**src/rtl/trace_src_arbiter.sv**
```systemverilog
// trace_src_arbiter: per-source one-entry hold + saturating drop counter,
// arbitrated onto one registered valid/ready port toward the trace FIFO.
// Optional macro TRACE_SRC_ARB_FIXED_PRIO_EN selects lowest-index-wins
// arbitration instead of round robin.
module trace_src_arbiter #(
    parameter int num_src_p       = 4,
    parameter int sample_width_p  = 16,
    parameter int counter_width_p = 16,
    localparam int id_width_lp  = (num_src_p <= 2) ? 1 : $clog2(num_src_p),
    localparam int rec_width_lp = 1 + id_width_lp + sample_width_p
) (
    input  logic                                clk,
    input  logic                                reset,
    input  logic [num_src_p*sample_width_p-1:0] sample_data,
    input  logic [num_src_p-1:0]                sample_valid,
    input  logic [num_src_p-1:0]                src_enable,
    output logic [rec_width_lp-1:0]             fifo_data,
    output logic                                fifo_valid,
    input  logic                                fifo_ready
);

    logic [num_src_p-1:0]       hold_v;
    logic [sample_width_p-1:0]  hold_d   [num_src_p];
    logic [counter_width_p-1:0] drop_ctr [num_src_p];

    logic [num_src_p-1:0]       req;
    logic [num_src_p-1:0]       sample_gnt;
    logic [num_src_p-1:0]       drop_gnt;
    logic [num_src_p-1:0]       can_take;
    logic                       out_free;
    logic                       gnt_any;
    logic [id_width_lp-1:0]     grant;
    logic [rec_width_lp-1:0]    rec;

    assign out_free = !fifo_valid || fifo_ready;
    assign gnt_any  = out_free && (|req);

    // A source requests while it has a held sample or a nonzero drop count
    always_comb begin
        req = '0;
        for (int i = 0; i < num_src_p; i++) begin
            req[i] = src_enable[i] && (hold_v[i] || (drop_ctr[i] != '0));
        end
    end

`ifdef TRACE_SRC_ARB_FIXED_PRIO_EN
    // Lowest-index requester wins
    always_comb begin
        grant = '0;
        for (int k = num_src_p - 1; k >= 0; k--) begin
            if (req[k]) grant = id_width_lp'(k);
        end
    end
`else
    logic [id_width_lp-1:0] rr_ptr;
    logic [id_width_lp:0]   rr_sum;
    logic                   rr_found;

    // First requester at or after rr_ptr, wrapping at num_src_p
    always_comb begin
        grant    = '0;
        rr_sum   = '0;
        rr_found = 1'b0;
        for (int k = 0; k < num_src_p; k++) begin
            rr_sum = {1'b0, rr_ptr} + (id_width_lp + 1)'(k);
            if (rr_sum >= (id_width_lp + 1)'(num_src_p)) begin
                rr_sum = rr_sum - (id_width_lp + 1)'(num_src_p);
            end
            if (!rr_found && req[rr_sum[id_width_lp-1:0]]) begin
                rr_found = 1'b1;
                grant    = rr_sum[id_width_lp-1:0];
            end
        end
    end

    // Pointer moves just past the winner; it holds when nothing is granted
    always_ff @(posedge clk) begin
        if (reset) begin
            rr_ptr <= '0;
        end else if (gnt_any) begin
            if (grant == id_width_lp'(num_src_p - 1)) rr_ptr <= '0;
            else                                     rr_ptr <= grant + 1'b1;
        end
    end
`endif

    // Held sample goes out before its drop record; newer samples wait behind both
    always_comb begin
        sample_gnt = '0;
        drop_gnt   = '0;
        can_take   = '0;
        for (int i = 0; i < num_src_p; i++) begin
            sample_gnt[i] = gnt_any && (grant == id_width_lp'(i)) && hold_v[i];
            drop_gnt[i]   = gnt_any && (grant == id_width_lp'(i)) && !hold_v[i];
            can_take[i]   = (!hold_v[i] || sample_gnt[i]) &&
                            ((drop_ctr[i] == '0) || drop_gnt[i]);
        end
    end

    // Build the record for the granted source
    always_comb begin
        if (hold_v[grant]) begin
            rec = {1'b0, grant, hold_d[grant]};
        end else begin
            rec = {1'b1, grant, sample_width_p'(drop_ctr[grant])};
        end
    end

    // Per-source capture; a grant frees the slot for a same-cycle sample
    always_ff @(posedge clk) begin
        for (int i = 0; i < num_src_p; i++) begin
            if (reset) begin
                hold_v[i]   <= 1'b0;
                hold_d[i]   <= '0;
                drop_ctr[i] <= '0;
            end else begin
                if (sample_gnt[i]) hold_v[i] <= 1'b0;
                if (drop_gnt[i])   drop_ctr[i] <= '0;
                if (sample_valid[i] && src_enable[i]) begin
                    if (can_take[i]) begin
                        hold_v[i] <= 1'b1;
                        hold_d[i] <= sample_data[i*sample_width_p +: sample_width_p];
                    end else if (drop_ctr[i] != '1) begin
                        drop_ctr[i] <= drop_ctr[i] + 1'b1;
                    end
                end
            end
        end
    end

    // Output register only reloads when empty or being accepted
    always_ff @(posedge clk) begin
        if (reset) begin
            fifo_valid <= 1'b0;
            fifo_data  <= '0;
        end else if (out_free) begin
            fifo_valid <= gnt_any;
            if (gnt_any) fifo_data <= rec;
        end
    end

endmodule

```
**config.mk**
```make
export PLATFORM = sky130hd
export DESIGN_NAME = trace_src_arbiter
export DESIGN_NICKNAME = d
export VERILOG_FILES = /design/src/rtl/trace_src_arbiter.sv
export SDC_FILE = /design/constraint.sdc
export NUM_CORES = 1
export LEC_CHECK = 0
export ABC_AREA = 0
export CORE_MARGIN = 2
export CORE_UTILIZATION = 30
export CTS_BUF_LIST = sky130_fd_sc_hd__clkbuf_16
export DETAILED_ROUTE_END_ITERATION = 8
export GPL_TIMING_DRIVEN = 0
export PLACE_DENSITY = 0.44
export REMOVE_ABC_BUFFERS = 1
export SLEW_MARGIN = 20
export SYNTH_ARGS = -nofsm -noshare
export SYNTH_HDL_FRONTEND = slang
export SYNTH_SLANG_ARGS = --single-unit
```
**constraint.sdc**
```tcl
create_clock -name clk -period 5.76 [get_ports clk]
set_input_delay 0.864 -clock clk [delete_from_list [all_inputs] [get_ports clk]]
set_output_delay 0.864 -clock clk [all_outputs]
set_load 0.05 [all_outputs]
```
==> results of run 1 <==
worst max-delay path, delay by kind of cell, from the launching register on:
family | cells | cell delay [ns]
AO/OA/AOI/OAI | 2 | 0.73
AND/OR/NAND/NOR | 6 | 2.39
adder cells (fa/ha/maj) | 2 | 0.64
buffers and inverters | 1 | 0.25
flip-flops | 1 | 0.67
state kept, by name, indices dropped and copies added, names as in the netlist:
| register | flops |
|---|---|
| fifo_data | 19 |
| fifo_valid | 1 |
| drop_ctr | 64 |
| hold_d | 64 |
| hold_v | 4 |
| rr_ptr | 2 |
power by group through the flow:
stage          sequential, uW  combinational, uW  clock (uW)
3_3_place_gp             1510                671           0
3_5_place_dp             1510                693           0
4_1_cts                  1480                696        1160
5_1_grt                  1500                747        1200
2_1_floorplan            1540                355           0
6_report                 1480                692        1140
metal layers:
metal	track usage (%)	vias to the layer above	share of wire (%)
met3	2.97	14	4.3
li1	-	2924	-
met2	25.7	139	48
met1	20.9	2877	47
met4	3.53	0	0.82
met5	0	-	0
worst paths after layout:
kind	start	to	depth (start not counted)
max reg2reg	hold_v[2]	hold_d[3][2]	11
min reg2reg	fifo_data[4]	fifo_data[4]	1
min	fifo_data[4]	fifo_data[4]	1
max	hold_v[2]	hold_d[3][2]	11
cell usage after synthesis, drive strengths merged, types with 2 or more instances:
| cell | instances | area (sq um) |
|---|---|---|
| xnor2 | 22 | 193 |
| edfxtp | 128 | 3840 |
| nand2b | 3 | 18.8 |
| mux2i | 66 | 661 |
| ha | 12 | 150 |
| a221o | 16 | 160 |
| buf | 18 | 159 |
| o211ai | 5 | 66.3 |
| nand3 | 41 | 210 |
| or4b | 2 | 23.8 |
| a21oi | 8 | 40.0 |
| nor4b | 3 | 26.3 |
| o21a | 2 | 15.0 |
| mux2 | 14 | 158 |
| and4 | 3 | 27.5 |
| nor3 | 11 | 75.1 |
| maj3 | 4 | 48.8 |
| nand2 | 40 | 176 |
| a31oi | 3 | 18.8 |
| dfxtp | 26 | 521 |
| inv | 21 | 83.8 |
| o31a | 2 | 17.5 |
| clkbuf | 14 | 53.8 |
| o21ai | 13 | 87.6 |
| o211a | 16 | 160 |
| or4 | 8 | 75.1 |
| and2 | 66 | 414 |
| xor2 | 34 | 298 |
| nor4 | 9 | 71.3 |
| nor2 | 87 | 329 |
| and3 | 21 | 133 |
| nand4 | 12 | 75.1 |
final cells by class:
type,count,area [sq um]
clock buffers,17,425
inverters,21,83.8
multi-input cells,538,3910
fillers,2800,17500
flip-flops and latches,154,4370
repair buffers,101,1020
well taps,378,473
clock inverters,15,159
cells by family (layout without fill, tap and decap cells):
group	after synthesis	in the layout	share of synthesized area (%)
xor+xnor	56	56	5.74
fa+ha+maj	16	16	2.33
buf+inv	53	154	3.47
compound gates	78	78	8.32
flops	154	154	51.1
simple gates	308	308	19.5
mux	80	80	9.57
metrics by stage:
stage / utilization, % / hold WS, ns / worst slack (ns) / cells
after floorplan: - / 0.448 / 0.819 / 713
after CTS: 37.3 / 0.496 / 0.842 / 1224
after global routing: 37.4 / 0.511 / 0.524 / 1224
after global placement: 34.9 / 0.473 / -0.379 / 1185
after detailed placement: 35.2 / 0.482 / 0.801 / 1192
final: 37.4 / 0.496 / 0.903 / 1224
==> results list, run 1 <==
- The flow ran to the end, and the final reports show no timing, DRC or antenna violations.
- The later pin in the worst-skew pair is clocked with a latency of 0.43 ns.
- Arrival time of data at the critical path endpoint: 5.15 ns
* Max Fclk: 206 MHz
* Detail Route Antenna Nets: 0
- Leakage power figure: 0.00383 uW
- TritonCTS built the clock tree.
* Most frequent cells in the layout: edfxtp_1 (128), clkdlybuf4s50_1 (94), nor2_1 (86)
- CP max stage cell: dfxtp_1
- STA classifies the critical path startpoint as a flop.
- Port buffering added 94 buffers.
- Setup repair after global routing missed its margin: false
- Mapped Cells: 745
* R2r setup slk: 0.90 ns
* Starting Density: 30.6%
- Worst-margin pin slew: 1.12 ns
* Max-capacitance violation count: 0
- Net switching share of the total power: 30.7%
- Across the routed clock network, the largest skew measured is 0.0151 ns.
* DIE AREA: 29900 sq um
* Remaining design rule violation count: 0
* Number of library cell types mapped by synthesis: 68
* Comb pwr share: 20.9%
- For the worst setup path, the data required time is 6.05 ns.
* Wire length after detailed routing: 22.8 mm
* First-pass GRT wire length: 35.5 mm
- Of the synthesized area, sequential elements account for 51.1%.
- For this run, asynchronously set or reset flops after synthesis account for 0%.
- Fraction of final layout cells sized beyond drive strength 1: 10.4%
- Minimum clock period after layout: 4.86 ns
- The H-tree generated during clock tree synthesis spans 4 levels.
- After detailed routing, the number of vias per cell comes to 4.86.
- Seq pwr share: 44.8%
* Placement Cell Area: 9840 sq um
- GR Util All Layers: 15.5%
* NumNets Final: 920
- CTS Root Buffer Type: clkbuf_16
* Total negative slack: 0 ns
* Floorplan die width: 173 microns
- Capturing element type of the critical path: flop
* Length of the first detailed-routing pass in iterations: 5
- The internal portion of the total power is 2300 uW.
- Count of clock tree sinks: 154
* Fraction of power consumed by the clock network: 34.4%
* Critical path type: reg2reg
- Routability-driven placement finished with a final weighted congestion of 0.815.
* Count of flip-flops with a built-in enable after synthesis: 128
- Die Ht: 173 microns
- PostCTS Resize Cnt: 0
* Antenna diode count: 0
* Area of the core: 27900 sq um
- The routed layout has 5954 vias.
* Num CTS Buffers: 17
- Walking the worst path, the cells encountered are or4_1 > or4_4 > nand2_2 > o31a_1 > nand2_8 > inv_6 > ha_1 > o211ai_4 > maj3_4 > nor3_2 > and2_1.
- Dominant synthesized flop cell: edfxtp_1
- In this run the worst path has a maximum fanout of 23.
- Power per Cell Area: 318 nW/um^2
* I/O pins: 95
- Detailed placement ended at an HPWL of 17.1 mm.
- Initial antenna violation count: 0
- The initialized floorplan defines 61 standard-cell rows.
- Number of hold buffers added after cts: 0
- Clock buffer depth: 2
* VDD IR max: 0.000212 V
- Final Hold Vio Count: 0
- The total overflow left after global routing is 0.
* Number of warnings reported in the yosys synthesis log: 0
- Switching power summed over all nets: 1020 uW
- Area of the mapped netlist: 8550 sq um
* Number of synthesized register bits: 154
* Most common library cell in the layout ignoring fill and taps: edfxtp_1
- Each instance of the synthesized netlist takes up on average 11.5 sq um.
- Vias in the first global route: 6148
* Setup bufs post-CTS: 0
- Relative slew slack: 25.3%
- The worst hold path belongs to the class reg2reg.
* Largest net degree at the start of global routing: 24
* Largest stage delay on the critical path: 0.67 ns
- Clock-pin slew was measured on the worst setup and hold paths at 0.06 ns.
- Max-slew violations: 0
* Total power after layout: 3310 uW
* Average wire per standard cell: 18.6 microns
- After the first detailed-routing iteration, the DRC count stood at 408.
- Setup violations remaining at the end of the flow were counted as 0.
- The worst path uses 84.3% of the clock period.
- Area growth from synthesis to layout: 22.1%
- Final Instance Area: 10400 sq um
Note: power is estimated with default switching activity, not from simulation.
==> run 2: changes to the inputs <==
--- a/config.mk
+++ b/config.mk
@@ -11,7 +11,7 @@
 export CTS_BUF_LIST = sky130_fd_sc_hd__clkbuf_16
 export DETAILED_ROUTE_END_ITERATION = 8
 export GPL_TIMING_DRIVEN = 0
-export PLACE_DENSITY = 0.44
+export PLACE_DENSITY = 0.46
 export REMOVE_ABC_BUFFERS = 1
 export SLEW_MARGIN = 20
 export SYNTH_ARGS = -nofsm -noshare
==> constraint.sdc (replaced) <==
create_clock -name clk -period 4.4 [get_ports clk]
set_input_delay 0.66 -clock clk [delete_from_list [all_inputs] [get_ports clk]]
set_output_delay 0.66 -clock clk [all_outputs]
set_load 0.05 [all_outputs]
==> run 2 against run 1 <==
  * Worst setup slack got worse by 0.65 ns
  * Sequential share of layout area decreased by 0.64 points
  * Critical endpoint is now hold_d[3][10]
  * Non-clock buffer count rose by 8
==> results list, run 2 (same netlist as run 1, synthesis figures left out) <==
- In the routed layout, each cell is associated on average with a via count of 4.80.
- Most frequent cells in the layout: edfxtp_1 (128), clkdlybuf4s50_1 (93), nor2_1 (85)
- Floorplan die width: 173 microns
* TritonCTS clock tree: yes
- Cells with a size suffix above 1 make up 12.4% of the layout.
- Length of the first detailed-routing pass in iterations: 5
- Count of clock tree sinks: 154
- The largest registers in the layout are drop_ctr: 64 flops, hold_d: 64 flops, fifo_data: 19 flops.
* Starting Density: 30.6%
- In this run the most critical hold path is launched from fifo_data[8].
* Critical path type: reg2reg
- The first global-routing pass estimated 35.6 mm of wire.
* Period utilisation layout: 94.2%
- GR Util All Layers: 15.6%
- Headroom to the max-slew limit came out at 30.0%.
* Arrival time of data at the critical path endpoint: 4.29 ns
- Capturing element type of the critical path: flop
* Launching element type of the critical path: flop
- Remaining design rule violation count: 0
* DIE AREA: 29900 sq um
- The run finished with clean final reports.
* Worst-path fanout max: 19
- NumNets Final: 929
- The critical path starts at drop_ctr[2][0].
* Vias in the first global route: 6001
* Area growth from synthesis to layout: 24.1%
* Required time at the endpoint of the critical path: 4.54 ns
- Utilization of the core after routing: 38.0%
* Setup-failing EPs final: 0
* Initial antenna violation count: 0
* Placer's final routability congestion estimate: 0.777
- Clock-pin slew reported for the worst setup and hold paths after clock tree synthesis: 0.06 ns
- Leakage power figure: 0.00390 uW
* Power per Cell Area: 416 nW/um^2
* Final Hold Vio Count: 0
- The count of pins over their slew limit was 0.
- Across all register-to-register paths, the minimum setup slack is 0.25 ns.
- Layout Cells excl Fill: 1233
- Number of violations reported at the end of detailed-routing iteration 0: 339
* Number of cells in the design after placement: 1192
* Depth of the worst register-to-register path: 13
- The final layout contains routed wiring with a total length of 23.2 mm.
- I/O pins: 95
- Area of the core: 27900 sq um
- Max-capacitance violation count: 0
* Max Fclk: 241 MHz
- The detail route stage leaves a number of antenna-violating nets equal to 0.
- In this run the critical register-to-register path is launched from drop_ctr[2][0].
* Depth of the CTS H-tree: 4
- In this run the critical register-to-register path is captured at hold_d[3][10].
- Num CTS Buffers: 17
* Worst min-delay path endpoint: fifo_data[8]
* GRT overflow: 0
- Along the worst hold path, the cell count comes to 1.
- The die is 173 microns tall.
* Post-detailed-placement half-perimeter wirelength: 16.8 mm
- Minimum clock period after layout: 4.15 ns
- Number of vias in the routed layout: 5922
- The number of antenna diodes in the final layout is 0.
* Setup clock skew after layout: 0.0137 ns
- Largest net degree at the start of global routing: 24
- Worst-margin pin slew: 1.04 ns
- The clock passes through at most 2 buffers.
* Count of buffers inserted at the top-level ports: 94
* Number of placement rows: 61
- The cell sitting at the root of the clock tree is a clkbuf_16.
* Path type of the worst min-delay path: reg2reg
- Dividing the detail-routed wire length by the instance count gives 18.8 microns.
* VDD IR max: 0.000261 V
- Skew-Pair Late Insertion Delay: 0.43 ns
- The library cell used most frequently in the layout, excluding fill and tap cells, is edfxtp_1.
[run 2: changes by cell type in the layout (fill, tap and decap cells not counted), sizes merged]
| cell | change |
|---|---|
| buf | +9 |
| clkinvlp | +3 |
| inv | -2 |
| clkdlybuf4s50 | -1 |
| clkinv | -1 |
| nand2 | +1 |
[run 2: power by group]
group,switching [uW],total [uW],internal [uW]
sequential,187,1940,1760
combinational,556,944,388
clock,631,1520,893
[run 2: metal layers]
layer | track usage (%) | up-vias | routed length (microns)
li1 | - | 2939 | -
met1 | 21.5 | 2844 | 10900
met2 | 25.5 | 123 | 11200
met3 | 2.84 | 16 | 844
met4 | 3.71 | 0 | 229
met5 | 0 | - | 0
[run 2: timing repair]
| action | 4_1_cts | 5_1_grt |
|---|---|---|
| hold endpoints to repair | 0 | 0 |
| buffers inserted | 3 | 5 |
| hold buffers | 0 | 0 |
| endpoints found under the setup margin | 173 | 158 |
| pin swaps | 0 | 4 |
| resized for setup | 7 | 7 |
| gates cloned | 0 | 1 |
[run 2: worst max-delay path by stage]
| stage | to | cells after the start | slack, ns |
|---|---|---|---|
| 2_1_floorplan | hold_d[3][0] | 12 | -0.54 |
| 3_3_place_gp | hold_d[3][8] | 10 | -1.94 |
| 3_5_place_dp | hold_d[3][11] | 11 | -0.57 |
| 4_1_cts | hold_d[2][11] | 12 | 0.02 |
| 5_1_grt | drop_ctr[0][7] | 16 | -0.01 |
| 6_report | hold_d[3][10] | 13 | 0.25 |
[run 2: worst max-delay path: stages, from the launching register on]
cell and delay (ns):
edfxtp_1 0.45, inv_1 0.11, ha_1 0.14, or4b_4 0.46
or4_4 0.58, nand2_2 0.15, o31a_4 0.31, nand2_8 0.15
inv_6 0.19, ha_1 0.24, o211ai_4 0.12, maj3_4 0.42
o21ai_4 0.29, buf_6 0.21
[run 2: cell type report]
| cell class | instances | area [sq um] |
|---|---|---|
| fill | 2825 | 17300 |
| sequential | 154 | 4370 |
| multi-input combinational | 539 | 3990 |
| timing repair buffer | 109 | 1090 |
| tap | 378 | 473 |
| clock buffer | 17 | 425 |
| clock inverter | 15 | 176 |
| inverter | 21 | 83.8 |
[run 2: through the flow]
stage                     instance area, sq um  TNS (ns)  worst slack, ns  power, uW  hold slack [ns]
after floorplan                           8330    -25.25           -0.541       2480            0.448
after global placement                    9750   -177.09            -1.94       2870            0.476
after detailed placement                  9850    -39.78           -0.570       2890            0.481
after CTS                                10500         0           0.0160       4420            0.497
after global routing                     10600   -0.0158          -0.0140       4610            0.519
final                                    10600         0            0.253       4410            0.498
==> run 3: changes to the inputs <==
--- a/config.mk
+++ b/config.mk
@@ -7,11 +7,11 @@
 export LEC_CHECK = 0
 export ABC_AREA = 0
 export CORE_MARGIN = 2
-export CORE_UTILIZATION = 30
+export CORE_UTILIZATION = 48
 export CTS_BUF_LIST = sky130_fd_sc_hd__clkbuf_16
 export DETAILED_ROUTE_END_ITERATION = 8
 export GPL_TIMING_DRIVEN = 0
-export PLACE_DENSITY = 0.46
+export PLACE_DENSITY = 0.68
 export REMOVE_ABC_BUFFERS = 1
 export SLEW_MARGIN = 20
 export SYNTH_ARGS = -nofsm -noshare
==> run 3 against run 2 <==
  * Routed wire length decreased by 8.6%
  * Design area is 3.0% lower
  * Sequential power about the same
  * Sequential share of layout area increased by 1.2 points
  * Total power shrank 4.2%
  * Worst setup slack worse by 0.063 ns
  * First-iteration DRC count rose by 68%
  * Combinational power shrank 4.9%
  * Clock-buffer cell count is the same
  * Global-route usage rose by 7.8 points
  * Die area decreased by 37%
  * Critical endpoint is now drop_ctr[0][0]
==> results list, run 3 (same netlist as run 1, synthesis figures left out) <==
- Initial antenna violation count: 0
* R2r setup slk: 0.19 ns
- Fraction of final layout cells sized beyond drive strength 1: 11.2%
- Area of the core: 17400 sq um
- Buffers inserted to repair hold after CTS numbered 0.
* Critical path type: reg2reg
* Max-slew violations: 0
- Leaving out fill and tap cells, the most frequent cell in the layout is edfxtp_1.
- Largest registers: drop_ctr: 64 flops, hold_d: 64 flops, fifo_data: 19 flops
- VDD IR max: 0.000277 V
- At the worst endpoint, the required time is 4.54 ns.
- For this run, design rule violations remaining after detail routing come to 0.
- Family with the most delay on the worst path: compound AO/OA/AOI/OAI gates
- For the pin with the worst max-slew slack, the measured transition is 0.861 ns.
- Wire length after detailed routing: 21.2 mm
- Fill cells in the final layout number 1409.
- Capturing element type of the critical path: flop
* GR Util All Layers: 23.4%
* Die Ht: 137 microns
- The die is 137 microns wide.
* Largest stage delay on the critical path: 0.51 ns
- Power per Cell Area: 411 nW/um^2
- The number of global-route vias before repair came to 6188.
- The tool flagged a number of max-cap violations equal to 0.
* Setup repair after global routing missed its margin: false
- Timing would allow up to 238 MHz.
* Average wire per standard cell: 19.7 microns
* Worst-path fanout max: 16
- Dividing the detail-routed via count by the number of cells gives 5.80.
- CTS saw 154 sinks.
- Skew-Pair Late Insertion Delay: 0.43 ns
- After layout, the worst path uses 95.7% of the clock period.
- 0 antenna diodes ended up in the layout.
- The endpoint identified for the worst register-to-register timing path is drop_ctr[0][0].
* Area of combinational cells with multiple inputs: 3960 sq um
* Final Hold Vio Count: 0
* Register area: 4370 sq um
* Post-detailed-placement half-perimeter wirelength: 15.3 mm
- Num CTS Buffers: 17
* Leakage power figure: 0.00386 uW
* Launch instance of the worst register-to-register path: drop_ctr[1][0]
- Count of buffers inserted at the top-level ports: 94
- Detail Route Antenna Nets: 0
- Largest net degree at the start of global routing: 24
- Depth of the worst register-to-register path: 14
- Clock-pin slew reported for the worst setup and hold paths after clock tree synthesis: 0.06 ns
- Layout Cells excl Fill: 1074
- The pre-antenna-repair detailed-routing pass consisted of 5 iterations.
- TritonCTS clock tree: yes
* Placer's final routability congestion estimate: 0.912
- Area growth from synthesis to layout: 20.4%
* Clock buffer depth: 2
- The initial utilization of the core area, before any placement, comes to 49.2%.
- The tree is rooted in a clkbuf_16.
- For this design the top-level I/O count stands at 95.
- Leaving out fill and tap cells, the most frequent cells in the layout are edfxtp_1 (128), clkdlybuf4s50_1 (93), nor2_1 (85).
- The first routing iteration left 569 violations.
* Setup clock skew after layout: 0.00758 ns
* Worst min-delay path endpoint: fifo_data[8]
- Launching element type of the critical path: flop
- Summing internal, switching and leakage power gives 4230 uW.
- CP max stage cell: or4b_1
- Number of cells on the worst hold path: 1
- For this run the aggregate overflow at the end of global routing stands at 0.
- Number of vias in the routed layout: 6229
- The number of buffers and inverters on the critical path is 3.
- At the worst endpoint, the arrival time is 4.35 ns.
* NumNets Final: 923
* Relative slew slack: 42.5%
* Minimum clock period after layout: 4.21 ns
- The H-tree generated during clock tree synthesis spans 4 levels.
- The flow ran to the end, and the final reports show no timing, DRC or antenna violations.
- The worst hold path begins at fifo_data[8].
- Number of placement rows: 48
- Setup-failing EPs final: 0
- Path type of the worst min-delay path: reg2reg
- Number of cells in the design after placement: 1038
- DIE AREA: 18900 sq um
* First-pass GRT wire length: 33.0 mm
* Crit path cell chain: inv_1 > ha_1 > or4b_1 > o41ai_4 > nor2_1 > o31a_1 > nor2_2 > inv_1 > ha_1 > o211ai_2 > maj3_4 > nand2_2 > o211ai_1 > buf_4
run 3: area by class of cell:
cell class	instances	share of cell area [%]
multi-input combinational	538	38.5
sequential	154	42.4
inverter	21	0.815
tap	225	2.74
clock inverter	15	1.17
timing repair buffer	104	10.2
clock buffer	17	4.13
run 3: timing repair:
action,CTS,global route
pin swaps,0,3
gates cloned,0,0
endpoints found under the setup margin,174,154
buffers inserted,0,4
gates resized for setup,5,6
run 3: worst max path at each step:
stage,startpoint,endpoint,slack (ns),cells after the start
3_3_place_gp,hold_v[3],hold_d[3][8],-1.51,10
5_1_grt,drop_ctr[1][0],drop_ctr[0][0],0.0008,14
3_5_place_dp,hold_v[3],hold_d[3][9],-0.56,11
4_1_cts,drop_ctr[2][0],hold_d[1][12],0.02,13
2_1_floorplan,drop_ctr[2][0],hold_d[3][0],-0.54,12
6_report,drop_ctr[1][0],drop_ctr[0][0],0.19,14
run 3: per-layer routing:
layer / share of wire, % / global-route usage (%) / vias up
met1: 42 / 30.5 / 3011
met4: 2.5 / 7.27 / 0
met5: 0 / 0 / -
li1: - / - / 2926
met2: 49 / 39.0 / 249
met3: 6.5 / 4.97 / 43
run 3: power breakdown:
| part | switching, uW | internal (uW) | leakage (uW) |
|---|---|---|---|
| logic | 523 | 374 | 0.00200 |
| registers | 189 | 1760 | 0.00157 |
| clock network | 570 | 814 | 0.000286 |
run 3: per-stage QoR:
stage          setup WS [ns]  hold slack (ns)  area (sq um)  util, %  TNS, ns
2_1_floorplan         -0.541            0.448          8330        -   -25.25
3_3_place_gp           -1.51            0.464          9560     55.1  -113.73
3_5_place_dp          -0.561            0.489          9640     55.5   -38.80
4_1_cts               0.0181            0.504         10200     58.8        0
5_1_grt             0.000779            0.536         10300     59.3        0
6_report               0.191            0.509         10300     59.3        0
run 3: worst register-to-register path: stages (launching register included):
cell and delay, ns:
edfxtp_1 0.45, inv_1 0.12, ha_1 0.17, or4b_1 0.51, o41ai_4 0.44, nor2_1 0.09
o31a_1 0.40, nor2_2 0.30, inv_1 0.11, ha_1 0.22, o211ai_2 0.12, maj3_4 0.30
nand2_2 0.21, o211ai_1 0.25, buf_4 0.24
